===== config.mk =====
export PLATFORM = sky130hd
export DESIGN_NAME = kgp_risc_trace_buf
export DESIGN_NICKNAME = d
export VERILOG_FILES = /design/src/rtl/kgp_risc_trace_buf.sv
export SDC_FILE = /design/constraint.sdc
export NUM_CORES = 1
export LEC_CHECK = 0
export CORE_MARGIN = 5
export CORE_UTILIZATION = 65
export DETAILED_ROUTE_END_ITERATION = 16
export PLACE_DENSITY = 0.84
export REMOVE_ABC_BUFFERS = 1
export SETUP_SLACK_MARGIN = 0.3
export SLEW_MARGIN = 10
export SYNTH_ARGS = -nofsm -noshare
export SYNTH_HDL_FRONTEND = slang
export SYNTH_SLANG_ARGS = --single-unit

===== constraint.sdc =====
create_clock -name clk -period 19.1 [get_ports clk]
set_clock_uncertainty 0.2 [all_clocks]
set_input_delay 3.82 -clock clk [delete_from_list [all_inputs] [get_ports clk]]
set_output_delay 3.82 -clock clk [all_outputs]
set_load 0.005 [all_outputs]

===== src/rtl/kgp_risc_trace_buf.sv =====
// Register-trace unit: samples one selected channel under a capture mode,
// stamps it with a free-running cycle count and queues it in a drainable FIFO.
module kgp_risc_trace_buf #(
    parameter int DATA_W = 16,
    parameter int NUM_CH = 4,
    parameter int DEPTH  = 16,
    parameter int TS_W   = 16
) (
    input  logic                      clk,
    input  logic                      reset,
    input  logic                      enable,
    input  logic [1:0]                mode,
    input  logic [$clog2(NUM_CH)-1:0] ch_sel,
    input  logic [NUM_CH*DATA_W-1:0]  ch_data,
    input  logic                      trig,
    input  logic                      clr,
    output logic                      rd_valid,
    input  logic                      rd_ready,
    output logic [DATA_W-1:0]         rd_data,
    output logic [TS_W-1:0]           rd_ts,
    output logic [$clog2(DEPTH):0]    count,
    output logic                      overflow,
    output logic                      done
);

    localparam int CH_W  = $clog2(NUM_CH);
    localparam int PTR_W = $clog2(DEPTH);
    localparam int CNT_W = PTR_W + 1;

    localparam logic [1:0]       MODE_OFF  = 2'b00;
    localparam logic [1:0]       MODE_EVERY = 2'b01;
    localparam logic [1:0]       MODE_TRIG = 2'b11;
    localparam logic [CNT_W-1:0] DEPTH_C   = CNT_W'(DEPTH);
    localparam logic [CNT_W-1:0] CNT_ONE   = {{(CNT_W-1){1'b0}}, 1'b1};
    localparam logic [TS_W-1:0]  TS_ONE    = {{(TS_W-1){1'b0}}, 1'b1};

    typedef enum logic [2:0] {
        ST_IDLE  = 3'd0,
        ST_RUN   = 3'd1,
        ST_ARMED = 3'd2,
        ST_FILL  = 3'd3,
        ST_DONE  = 3'd4
    } state_t;

    state_t                  state_r;
    state_t                  state_next_s;
    logic [1:0]              mode_r;
    logic [CH_W-1:0]         ch_sel_r;
    logic                    first_r;
    logic [DATA_W-1:0]       ref_r;
    logic [CNT_W-1:0]        fill_cnt_r;
    logic                    done_r;
    logic [TS_W-1:0]         ts_r;
    logic                    sample_s;
    logic                    latch_s;
    logic [DATA_W-1:0]       sel_data_s;

    logic [TS_W+DATA_W-1:0]  mem_r [DEPTH];
    logic [PTR_W-1:0]        wr_ptr_r;
    logic [PTR_W-1:0]        rd_ptr_r;
    logic [CNT_W-1:0]        count_r;
    logic                    rd_valid_r;
    logic [DATA_W-1:0]       rd_data_r;
    logic [TS_W-1:0]         rd_ts_r;
    logic                    overflow_r;
    logic                    pop_s;
    logic                    push_req_s;
    logic                    push_ok_s;
    logic                    drop_s;
    logic [PTR_W-1:0]        head_idx_s;
    logic [CNT_W-1:0]        remain_s;

    assign sel_data_s = ch_data[int'(ch_sel_r)*DATA_W +: DATA_W];

    // Next-state and sample decision for the capture FSM
    always_comb begin
        state_next_s = state_r;
        sample_s     = 1'b0;
        latch_s      = 1'b0;
        if (!enable) begin
            state_next_s = ST_IDLE;
        end else begin
            case (state_r)
                ST_IDLE: begin
                    if (mode != MODE_OFF) begin
                        latch_s      = 1'b1;
                        state_next_s = (mode == MODE_TRIG) ? ST_ARMED : ST_RUN;
                    end else begin
                        state_next_s = ST_IDLE;
                    end
                end
                ST_RUN: begin
                    if (mode_r == MODE_EVERY) begin
                        sample_s = 1'b1;
                    end else begin
                        // on-change: the first RUN cycle always records a baseline
                        sample_s = first_r || (sel_data_s != ref_r);
                    end
                end
                ST_ARMED: begin
                    if (trig) begin
                        sample_s     = 1'b1;
                        state_next_s = ST_FILL;
                    end else begin
                        state_next_s = ST_ARMED;
                    end
                end
                ST_FILL: begin
                    sample_s = 1'b1;
                    if (fill_cnt_r == DEPTH_C - CNT_ONE) begin
                        state_next_s = ST_DONE;
                    end else begin
                        state_next_s = ST_FILL;
                    end
                end
                ST_DONE: state_next_s = ST_DONE;
                default: state_next_s = ST_IDLE;
            endcase
        end
    end

    // Capture control state, latched configuration and timestamp counter
    always_ff @(posedge clk) begin
        if (!reset) begin
            state_r    <= ST_IDLE;
            mode_r     <= MODE_OFF;
            ch_sel_r   <= {CH_W{1'b0}};
            first_r    <= 1'b0;
            ref_r      <= {DATA_W{1'b0}};
            fill_cnt_r <= {CNT_W{1'b0}};
            done_r     <= 1'b0;
            ts_r       <= {TS_W{1'b0}};
        end else begin
            state_r <= state_next_s;
            ts_r    <= ts_r + TS_ONE;
            if (latch_s) begin
                mode_r   <= mode;
                ch_sel_r <= ch_sel;
            end
            first_r <= latch_s && (mode != MODE_TRIG);
            if (sample_s) begin
                ref_r <= sel_data_s;
            end
            // dropped samples still advance the one-shot fill count
            if (sample_s && (state_r == ST_ARMED)) begin
                fill_cnt_r <= CNT_ONE;
            end else if (sample_s && (state_r == ST_FILL)) begin
                fill_cnt_r <= fill_cnt_r + CNT_ONE;
            end
            done_r <= (state_next_s == ST_DONE);
        end
    end

    // FIFO handshake terms and the entry that will sit at the head next cycle
    always_comb begin
        pop_s      = rd_valid_r && rd_ready;
        push_req_s = sample_s && !clr;
        push_ok_s  = push_req_s && ((count_r < DEPTH_C) || pop_s);
        drop_s     = push_req_s && !push_ok_s;
        head_idx_s = rd_ptr_r + PTR_W'(pop_s);
        remain_s   = count_r - CNT_W'(pop_s);
    end

    // Sample storage; no reset needed since occupancy qualifies every read
    always_ff @(posedge clk) begin
        if (push_ok_s) begin
            mem_r[wr_ptr_r] <= {ts_r, sel_data_s};
        end
    end

    // FIFO pointers, occupancy, overflow and registered head outputs
    always_ff @(posedge clk) begin
        if (!reset) begin
            wr_ptr_r   <= {PTR_W{1'b0}};
            rd_ptr_r   <= {PTR_W{1'b0}};
            count_r    <= {CNT_W{1'b0}};
            rd_valid_r <= 1'b0;
            rd_data_r  <= {DATA_W{1'b0}};
            rd_ts_r    <= {TS_W{1'b0}};
            overflow_r <= 1'b0;
        end else if (clr) begin
            wr_ptr_r   <= {PTR_W{1'b0}};
            rd_ptr_r   <= {PTR_W{1'b0}};
            count_r    <= {CNT_W{1'b0}};
            rd_valid_r <= 1'b0;
            overflow_r <= 1'b0;
        end else begin
            wr_ptr_r   <= wr_ptr_r + PTR_W'(push_ok_s);
            rd_ptr_r   <= head_idx_s;
            count_r    <= remain_s + CNT_W'(push_ok_s);
            overflow_r <= overflow_r || drop_s;
            rd_valid_r <= (remain_s != {CNT_W{1'b0}}) || push_ok_s;
            // an empty FIFO forwards the new sample straight to the head
            if (remain_s != {CNT_W{1'b0}}) begin
                {rd_ts_r, rd_data_r} <= mem_r[head_idx_s];
            end else if (push_ok_s) begin
                rd_data_r <= sel_data_s;
                rd_ts_r   <= ts_r;
            end
        end
    end

    assign rd_valid = rd_valid_r;
    assign rd_data  = rd_data_r;
    assign rd_ts    = rd_ts_r;
    assign count    = count_r;
    assign overflow = overflow_r;
    assign done     = done_r;

endmodule


# Yosys cells after proc, flatten, opt, wreduce, memory -nomap -nowiden
# Memories as Yosys holds them, arrays and structs flattened.
# Cells that the tools add are included.
[op_classes]
n_lt_le_gt_ge = 1
mux = 21
n_reduce_logical = 21
add_sub_neg = 6
eq_ne = 10
bitwise = 2
n_shift = 1
[ops]
columns = ["operator", "n"]
rows = [
  ["two-way mux 16 bit", 4],
  ["variable part select 64 x 7 -> 16 bit", 1],
  ["adder 16 x 1 -> 16 bit, second input constant", 1],
  ["inequality test 16 bit", 1],
  ["case mux 3 bit (5 select lines)", 1],
  ["two-way mux 1 bit", 11],
  ["adder 4 x 1 -> 4 bit", 2],
  ["logical AND 1 bit", 7],
  ["== test 3 x 2 -> 1 bit, second input constant", 2],
  ["== test 3 bit, second input constant", 2],
  ["two-way mux 3 bit", 2],
  ["nonzero test 2 bit", 3],
  ["adder 5 x 1 -> 5 bit", 1],
  ["adder 5 x 1 -> 5 bit, second input constant", 1],
  ["== test 5 x 4 -> 1 bit, second input constant", 1],
  ["less-than comparator 5 bit, second input constant", 1],
  ["nonzero test 5 bit", 1],
  ["subtractor 5 x 1 -> 5 bit", 1],
  ["logical OR 1 bit", 4],
  ["two-way mux 2 bit", 2],
  ["OR reduction 2 bit", 2],
  ["== test 3 x 1 -> 1 bit, second input constant", 1],
  ["logical NOT 3 bit", 1],
  ["case mux 1 bit (3 select lines)", 1],
  ["6 further kinds", 8],
]
[totals]
n_memories = 1
regBits = 93
word_cells = 79
out_inout_bits = 40
ramBits = 512
in_bits = 74
[memory_table]
columns = ["name", "depth", "word_bits", "rd", "rd_ports_with_merged_regs", "wr", "line_no", "text"]
rows = [
  ["mem_r", 16, 32, 1, 0, 1, "58", "logic [TS_W+DATA_W-1:0] mem_r [DEPTH];"],
]

# Longest topological paths before layout
[logic_depth]
ltp_word = 11
ltp_mapped = 17
ltp_nobuf = 14

# Least setup slack after synthesis
# OpenSTA, ideal clock, no wires.
[synth_path]
kind = "input to register"
start = "in ch_data[49]"
end = "mem mem_r[6][0] in the netlist's numbering, enable pin"
required_ns = 18.398
path_slack_ns = 9.962
setup_ns = 0.502
cell_stages = 8
n_path_buf = 1
arrival_time_ns = 8.437
cell_sequence = "mux4_2 -> xnor2_1 -> nand3_1 -> and4b_1 -> nand3_2 -> nand2_1 -> clkbuf_1 -> nor4_1"
[synth_via]
elab_chain_len = 10
[synth_lines]
columns = ["element", "line_no", "text"]
rows = [
  ["start: declaration", "14", "input logic [NUM_CH*DATA_W-1:0] ch_data,"],
  ["variable part select 64 x 7 -> 16 bit", "73", "assign sel_data_s = ch_data[int'(ch_sel_r)*DATA_W +: DATA_W];"],
  ["inequality test 16 bit", "97", "sample_s = first_r || (sel_data_s != ref_r);"],
  ["logical OR 1 bit", "97", ""],
  ["two-way mux 1 bit", "93", "if (mode_r == MODE_EVERY) begin"],
  ["case mux 1 bit (3 select lines)", "83", "case (state_r)"],
  ["two-way mux 1 bit", "80", "if (!enable) begin"],
  ["logical AND 1 bit", "157", "push_req_s = sample_s && !clr;"],
  ["logical AND 1 bit", "158", "push_ok_s = push_req_s && ((count_r < DEPTH_C) || pop_s);"],
  ["two-way mux 1 bit", "166", "if (push_ok_s) begin"],
  ["two-way mux 1 bit (not written as such)", "167", "mem_r[wr_ptr_r] <= {ts_r, sel_data_s};"],
  ["end: declaration", "58", ""],
]
# No other way between the ends.

# Worst setup path in the final report
[layout_path]
start = "in trig"
end = "mem mem_r[1][31] in the netlist's numbering, enable pin"
[layout_via]
elab_chain_len = 7
[layout_lines]
columns = ["element", "line_no", "text"]
rows = [
  ["start: declaration", "15", "input logic trig,"],
  ["two-way mux 1 bit", "101", "if (trig) begin"],
  ["case mux 1 bit (3 select lines)", "83", ""],
  ["two-way mux 1 bit", "80", ""],
  ["logical AND 1 bit", "157", ""],
  ["logical AND 1 bit", "158", ""],
  ["two-way mux 1 bit", "166", ""],
  ["two-way mux 1 bit (not written as such)", "167", ""],
]
# No other way between the ends.

==> out/metrics.csv <==
metric,value,unit
status,"finished, final reports clean",
worstPathArrival,7890,ps
worstSetupPathType,input pin to flop,
cp-end-kind,flop,
comb_power_share,5.1,%
ctsResizeCount,0,
p_per_area,99.5,mW/mm2
max_cap_viol_count,0,
dr.pass1.iters,6,
h-tree-depth,2,
p_sw_share,20.1,%
synth_compound_area_share,5.30,%
vias,12852,
grt_pass1_vias,13632,
clockPowerShare,42.0,%
cp_max_fo,22,
maxSlewViolCount,0,
ys_types,48,
cts_buffers,57,
multi_input_comb_area,0.00645,mm2
fin_setup_tns,0,ps
postCtsSetupBuffers,0,
via_per_inst,6.70,
diodes,0,
port-buffer-count,113,
synthAdderAreaFrac,0.680,%
switchingPower,553,uW
drive_above_1_share,19.8,%
finalHoldViolations,0,
grt_max_degree,65,
seq_area,0.0172,mm2
required,19140,ps
drc,0,
hp-class,flop to flop,
place_hpwl,27900,um
clockBufferDepth,3,
synthFlopType,edfxtp_1,
drtIter0Drc,1372,
synth-edff-count,512,
dieArea,0.0408,mm2
boundaryPins,114,
yosys.area_share.simple,3.74,%
rsz0062_at_grt,no,
grt_pass1_wl,81100,um
post-route-period-util,41.1,%
ant_nets,0,
finalCriticalPeriod,7850,ps
initial_core_util,65.7,%
nets,1490,
synth_area,0.0239,mm2
gp_congestion,0.809,
antenna_found_initial,0,
core,0.0364,mm2
total_leakage_power,0.00888,uW
routed_wl,52900,um
cts_root_buf,clkbuf_16,
worst_pin_slew,1180,ps
synthArstFlopShare,0,%
synth_warnings,0,
synth_xor_area_share,1.32,%
hold_buffers,0,
avgSynthCellArea,18.8,um2
syn_inst,1276,
synth_seq_cells,605,
num_rows,70,
clkTransAtPathRegs,60,ps
die_h,202,um
peakVddDrop,0.0649,mV
relSlewSlack,21.0,%
grt.overflow.total,0,
area_delta_synth_final,15.5,%
seq_area_frac_synth,72.0,%
wl_per_cell,27.6,um
fmax,127,MHz
grt_usage,26.2,%
die_w,202,um
power,2750,uW
fillCellCount,1968,
setup_violations,0,
clk_latency,580,ps
p_int,2200,uW
cts_tree,done,
cts.sinks,605,
synth.mux.area_fraction,15.2,%
synth_top_family_by_area,multiplexers,
seq_power_share,52.9,%
start_kind,input pin,
-- worst max-delay path, stage by stage --
cell and delay [ps]:
clkdlybuf4s50_1 480, o21a_1 530, o21ai_1 500, nand2b_1 310
nor2_1 90, nand2_1 490, nor3_2 1110, buf_4 530
-- cell families (layout without fill, tap and decap cells) --
logic type / after synthesis / after routing
DFF: 605 / 605
muxes: 186 / 186
AOI/OAI and AO/OA: 174 / 174
and+or+nand+nor: 167 / 167
buffers and inverters: 95 / 270
xor gates and xnor gates: 36 / 36
adders and majority gates: 13 / 13
-- final cells by class --
| type | instances | area share, % |
|---|---|---|
| Clock buffer | 70 | 5.52 |
| Timing Repair Buffer | 146 | 4.99 |
| Clock inverter | 37 | 1.47 |
| Sequential cell | 605 | 62.4 |
| Inverter | 17 | 0.231 |
| Tap cell | 468 | 2.12 |
| Multi-Input combinational cell | 576 | 23.3 |
-- power groups by stage --
stage | Combinational [uW] | Clock (uW) | Sequential [uW]
detailed placement | 139 | 0 | 1480
finish | 139 | 1160 | 1460
global placement | 134 | 0 | 1480
floorplan | 83.3 | 0 | 1480
global route | 150 | 1230 | 1460
CTS | 140 | 1160 | 1460
-- stage by stage --
stage	std cells	cell area [um2]	util, %	hold slack, ps	setup WS, ps
4_1_cts	1919	27600	75.8	281	11320
2_1_floorplan	1198	23600	-	249	8350
3_5_place_dp	1812	25700	70.5	263	10780
6_report	1919	27600	75.9	286	11250
3_3_place_gp	1812	25700	70.5	262	10950
5_1_grt	1919	27600	75.9	298	11040
-- cell usage in the layout, fill, tap and decap left out, types with 3 or more instances in the layout --
cell type and count:
nand2b_1 5, and2_1 9, clkinv_2 10, a211oi_1 67, nor3_2 5, ha_1 11, nor2b_1 33, o21ai_0 23
dfxtp_1 93, xnor2_1 21, clkinv_1 16, mux2i_1 42, nor4_2 11, nand2_1 20, buf_4 33, bufinv_16 9
edfxtp_1 512, nor3_1 3, clkbuf_8 5, and3_1 4, nand3_1 17, mux4_2 142, xor2_1 13, inv_1 15
nor2_1 38, nand4_1 6, clkbuf_1 8, o211ai_1 16, clkbuf_16 57, o21a_1 3, clkdlybuf4s50_1 113, a221o_1 32
a21oi_1 24
-- synth_stat cells, drive strengths merged (24+ instances only) --
cell type	count	area, um2
clkbuf	46	174
dfxtp	93	1860
mux2i	42	420
nor2b	33	206
nor2	39	149
buf	32	173
a21oi	25	125
a211oi	67	503
o21ai	24	120
edfxtp	512	15400
a221o	32	320
mux4	142	3200
-- worst paths after layout --
check / startpoint / to / slack (ps) / cells after the start
min reg2reg: rd_ts[15] / rd_ts[15] / 290 / 1
max: trig / mem_r[1][31] / 11250 / 8
max reg2reg: state_r[0] / mem_r[1][31] / 14290 / 7
min: rd_ts[15] / rd_ts[15] / 290 / 1
-- registers in the layout, indices dropped and copies added, names as in the netlist --
register,flops
overflow,1
rd_ts,16
mem_r,512
rd_valid,1
mode_r,2
rd_data,16
wr_ptr_r,4
count,5
ch_sel_r,2
first_r,1
rd_ptr_r,4
ts_r,16
done,1
state_r,3
ref_r,16
fill_cnt_r,5
-- per-layer routing --
layer  wire (um)  up-vias  GRT usage, %
li1            -     5481             -
met1       19700     6524          35.2
met2       26700      734          43.9
met3        4990      113          5.78
met4        1510        0          8.01
met5           0        -             0
No activity file was read; power rests on OpenSTA's default activity.
